==> config.mk <==
export PLATFORM = sky130hd
export DESIGN_NAME = dec_output_ctrl_pipe
export DESIGN_NICKNAME = d
export VERILOG_FILES = /design/src/rtl/dec_output_ctrl_pipe.sv
export SDC_FILE = /design/constraint.sdc
export NUM_CORES = 1
export LEC_CHECK = 0
export CAP_MARGIN = 5
export CORE_MARGIN = 2
export CORE_UTILIZATION = 27
export CTS_CLUSTER_DIAMETER = 120
export DETAILED_ROUTE_END_ITERATION = 8
export SLEW_MARGIN = 20
export SYNTH_ARGS = -nofsm -noshare
export SYNTH_HDL_FRONTEND = slang
export SYNTH_SLANG_ARGS = --single-unit
==> constraint.sdc <==
create_clock -name clk -period 6.25 [get_ports clk]
set_input_delay 0.9375 -clock clk [delete_from_list [all_inputs] [get_ports clk]]
set_output_delay 0.9375 -clock clk [all_outputs]
set_load 0.03 [all_outputs]
==> src/rtl/dec_output_ctrl_pipe.sv <==
// Decoder output stage: classifies each accepted word from the syndrome flags,
// optionally corrects a single-bit error, buffers the result in a 2-entry FIFO
// and keeps saturating statistics of single and uncorrectable errors.
module dec_output_ctrl_pipe #(
  parameter int DATA_WIDTH = 32,
  parameter int COL_WIDTH  = 5,
  parameter int CNT_WIDTH  = 16
) (
  input  logic                  clk,
  input  logic                  rst,
  input  logic                  in_valid,
  output logic                  in_ready,
  input  logic [DATA_WIDTH-1:0] codeword,
  input  logic                  no_error,
  input  logic                  single_error,
  input  logic [COL_WIDTH-1:0]  err_col,
  input  logic                  correct_en,
  output logic                  out_valid,
  input  logic                  out_ready,
  output logic [DATA_WIDTH-1:0] data_out,
  output logic [1:0]            num_of_errors,
  output logic [CNT_WIDTH-1:0]  single_cnt,
  output logic [CNT_WIDTH-1:0]  double_cnt,
  input  logic                  cnt_clr
);

  localparam logic [1:0] CLS_NONE   = 2'b00;
  localparam logic [1:0] CLS_SINGLE = 2'b01;
  localparam logic [1:0] CLS_DOUBLE = 2'b10;
  localparam int ENTRY_W = DATA_WIDTH + 2;
  localparam logic [31:0] DW_U = 32'(DATA_WIDTH);
  localparam logic [CNT_WIDTH-1:0] CNT_MAX = '1;

  logic [DATA_WIDTH-1:0] flip_mask;
  logic [DATA_WIDTH-1:0] corr_data;
  logic [1:0]            corr_cls;
  logic                  col_in_range;

  logic [ENTRY_W-1:0] fifo_mem [2];
  logic               wr_ptr;
  logic               rd_ptr;
  logic [1:0]         occ;
  logic               push;
  logic               pop;
  logic [ENTRY_W-1:0] head;

  // An err_col beyond the data width points at a check bit: nothing to flip.
  assign col_in_range = (32'(err_col) < DW_U);
  assign flip_mask    = {{(DATA_WIDTH-1){1'b0}}, 1'b1} << err_col;

  // Classify and correct the presented word; no_error outranks single_error.
  always_comb begin
    corr_data = '0;
    corr_cls  = CLS_DOUBLE;
    if (no_error) begin
      corr_data = codeword;
      corr_cls  = CLS_NONE;
    end else if (single_error) begin
      corr_cls  = CLS_SINGLE;
      corr_data = (correct_en && col_in_range) ? (codeword ^ flip_mask) : codeword;
    end
  end

  // Handshake depends only on reset and occupancy, never on out_ready.
  assign in_ready  = rst && (occ != 2'd2);
  assign out_valid = rst && (occ != 2'd0);
  assign push      = in_valid && in_ready;
  assign pop       = out_valid && out_ready;

  assign head          = fifo_mem[rd_ptr];
  assign data_out      = out_valid ? head[ENTRY_W-1:2] : '0;
  assign num_of_errors = out_valid ? head[1:0] : CLS_NONE;

  // FIFO storage; contents need no reset because out_valid masks them.
  always_ff @(posedge clk) begin
    if (push) begin
      fifo_mem[wr_ptr] <= {corr_data, corr_cls};
    end
  end

  // FIFO pointers and occupancy.
  always_ff @(posedge clk) begin
    if (!rst) begin
      wr_ptr <= 1'b0;
      rd_ptr <= 1'b0;
      occ    <= 2'd0;
    end else begin
      if (push) begin
        wr_ptr <= ~wr_ptr;
      end
      if (pop) begin
        rd_ptr <= ~rd_ptr;
      end
      case ({push, pop})
        2'b10:   occ <= occ + 2'd1;
        2'b01:   occ <= occ - 2'd1;
        default: occ <= occ;
      endcase
    end
  end

  // Saturating error statistics counted at acceptance; clear wins over increment.
  always_ff @(posedge clk) begin
    if (!rst || cnt_clr) begin
      single_cnt <= '0;
      double_cnt <= '0;
    end else if (push) begin
      if (corr_cls == CLS_SINGLE && single_cnt != CNT_MAX) begin
        single_cnt <= single_cnt + 1'b1;
      end
      if (corr_cls == CLS_DOUBLE && double_cnt != CNT_MAX) begin
        double_cnt <= double_cnt + 1'b1;
      end
    end
  end

endmodule
==> impl_metrics.ini <==
[yosys]
synth_edf_count = 68
synth_area_um2 = 5215
synth_warnings = 0
synth_compound_area_frac = 0.06454
synth_fa_ha_area_frac = 0.007198
synth_nets = 549
synth-seq-cells = 105
synth_mux_area_frac = 0.07869
synth_top_area_cell = edfxtp_1
syn_inst = 501
synthTopCellsByArea = edfxtp_1 39%, dfxtp_1 14%, mux2i_1 7.9%
synthSimpleGateAreaFrac = 0.2246
synth-seq-area-share = 0.5336
ys.flop_type = edfxtp_1
synth_top_area_share = 0.3916
async_flop_share = 0
synth_area_per_cell_um2 = 10.41
synth_top_family_by_area = simple AND/OR/NAND/NOR gates
synth_xor_area_frac = 0.06046
synth_cell_types = 39

[cells_and_area]
multi_input_area_um2 = 2285
fillers = 1850
diodes = 0
nNetsFinal = 649
syn_to_final_growth_pct = 33.06
ff_latch_area_um2 = 2786
finalInstanceArea_um2 = 6939
drive_gt1_frac = 0.04959

[clock_network]
cts_tree = yes
clkSinkCount = 105
htree_levels = 3
cts-root-buf = clkbuf_16
clk_pin_slew_worst_paths_ns = 0.07
clk_latency_ns = 0.34
clk_path_buf_depth = 2
hold_buffers = 0
post_cts_resized = 0
cts-buffers-inserted = 9
post_cts_buffers = 0

[grt]
grt_pass1_wl_um = 20570
gr-total-overflow = 0
antenna_found_initial = 0
grt_pass1_vias = 3997
grt_max_degree = 39
grt_usage = 0.1286

[worst_setup_path]
crit_path_end_kind = output pin
cp_cell_sequence = clkdlybuf4s50_1 -> o21ai_2 -> buf_4 -> nor2_1 -> clkdlybuf4s50_1
critPathBufInv = 3
critPathLaunchType = primary input
crit_fanout = 35
crit_type = primary input to output pin
cp.arrival_ns = 2.83
r2r-end = occ[1]
rr_worst_depth = 7
crit_path_frequent_cell = clkdlybuf4s50_1
crit_required_ns = 5.31
slowest_delay_ns = 0.69
path_delay_family = buffers and inverters
crit_cells = 5
r2r_slack_ns = 4.13
critPathSlowestCell = clkdlybuf4s50_1
r2r_start = occ[1]

[worst_hold_path]
hold_depth = 2
min_to = double_cnt[13]
min_from = double_cnt[13]
hp-class = flop to flop

[job]
maxCapViolCount = 0

[floorplanning]
initial_core_util = 0.2769
ios = 113
fp.coreArea_um2 = 18830
rows = 50
die-height_um = 143.0
die_w_um = 143.0
die_area_um2 = 20440

[timing]
hold_slack_ns = 0.4920
finalCriticalPeriod_ns = 3.772
rsz0062_at_grt = no
post-route-period-util = 0.6035
fin_worst_skew_ns = 0.006452
drv_slew = 0
slew_headroom = 0.3225
tns_ns = 0
tightest_slew_ns = 1.016
hold_viol = 0
fmax_ghz = 0.2651
finalSetupViolCount = 0

[placed_design]
globalplace.congestion = 0.7703
placed_cell_area_um2 = 6601
port_buffers = 112
place.detailed.hpwl_um = 9144

[pwr]
pwr-share-clk = 0.378
combPwrFrac = 0.136
seq_power_share = 0.486
swShare = 0.2472
p_int_w = 0.001214
power_per_cell_area_nw_per_um2 = 232.4
p_leak_nw = 2.045
ir_drop_mv = 0.1267
p_sw_w = 0.0003986

[route]
initialDrtViolationCount = 344
vias = 4163
wirelength_um = 13250
viasPerCell = 4.813
avgRoutedWirePerCell_um = 15.32
drc = 0
ant_nets = 0
drt-pass1-iter-count = 8

[status]
outcome = finished clean
area by class of cell:
| class | count | share of cell area |
|---|---|---|
| Timing Repair Buffer | 120 | 0.1720 |
| Multi-Input combinational cell | 356 | 0.3292 |
| Sequential cell | 105 | 0.4016 |
| Clock buffer | 9 | 0.03246 |
| Clock inverter | 6 | 0.01298 |
| Tap cell | 260 | 0.04688 |
| Inverter | 9 | 0.004868 |
routing by layer:
layer	wire (µm)	part of all wire	global-route usage
met1	6058	0.46	0.1672
met2	6114	0.46	0.2118
met3	915	0.069	0.02918
met4	165	0.012	0.04221
met5	0	0	0
worst register-to-register path, stage by stage, from the launching register on:
cell and delay, ns:
dfxtp_1 0.35, o21ai_2 0.14, buf_4 0.35, inv_1 0.11
and2_1 0.24, ha_1 0.35, or3_1 0.35, a21boi_0 0.16
logic make-up after synthesis:
group | Yosys count
multiplexers | 41
adder cells (fa/ha/maj) | 3
AO/OA/AOI/OAI | 53
XOR/XNOR | 36
flip-flops | 105
AND/OR/NAND/NOR | 223
buffers and inverters | 40
cells in the mapped netlist, drive strengths merged, types with 5 or more instances:
master / number
o41ai: 5
buf: 6
nand3: 21
nor2: 73
nand4: 16
a21oi: 21
dfxtp: 37
nand2b: 14
o21ai: 8
nor4: 15
edfxtp: 68
nor3: 12
o31ai: 13
inv: 9
nor2b: 8
xnor2: 20
nand2: 20
xor2: 16
or4: 18
and2: 6
clkbuf: 25
mux2i: 41
worst max-delay path by stage:
stage             start        endpoint  slack [ns]
3_5_place_dp        rst    data_out[24]        2.47
5_1_grt             rst    data_out[29]        2.35
3_3_place_gp        rst    data_out[24]        2.50
2_1_floorplan  in_valid  fifo_mem[0][0]        3.09
6_report            rst    data_out[16]        2.48
4_1_cts             rst    data_out[24]        2.47
cells in the final DEF (no fill, tap or decap), types with 3 or more instances in the layout:
master           Yosys  routed
o21ai_0              7       7
o41ai_1              5       5
nor2_1              73      71
and2_1               6       6
nor2b_1              8       8
nand4_1             16      16
nor3_1              12      12
o311ai_0             3       3
nand2_1             20      20
a21oi_1             21      21
ha_1                 3       3
clkdlybuf4s50_1      0     112
inv_1                9       9
xnor2_1             20      20
edfxtp_1            68      68
xor2_1              16      16
or4_1               17      17
dfxtp_1             37      36
buf_4                0       7
or3_1                4       4
inv_6                0       3
clkbuf_16            0       9
nand3_1             21      21
mux2i_1             41      41
nor4_1              15      15
nand2b_1            14      14
nand3b_1             3       3
o31ai_1             13      13
and4_1               3       3
nor4b_1              3       3
per-stage QoR:
| step | power [W] | instances | utilization | setup slack [ns] |
|---|---|---|---|---|
| 2_1_floorplan | 0.0009213 | 501 | - | 3.085 |
| 3_3_place_gp | 0.001015 | 849 | 0.3506 | 2.501 |
| 3_5_place_dp | 0.001020 | 849 | 0.3506 | 2.473 |
| 4_1_cts | 0.001630 | 864 | 0.3673 | 2.467 |
| 5_1_grt | 0.001672 | 865 | 0.3685 | 2.347 |
| 6_report | 0.001612 | 865 | 0.3685 | 2.478 |
registers in the layout, indices dropped and copies added, names as in the netlist, named ones only:
name,flops
fifo_mem,68
double_cnt,16
single_cnt,16
occ,2
rd_ptr,1
wr_ptr,1
power groups by stage:
stage	clock, W	sequential [W]	combinational (W)
global route	0.000649	0.000786	0.000237
CTS	0.000625	0.000784	0.000221
floorplan	0	0.000789	0.000133
finish	0.000610	0.000783	0.000219
global placement	0	0.000799	0.000216
detailed placement	0	0.000800	0.000220
Note: power is estimated with default switching activity, not from simulation.
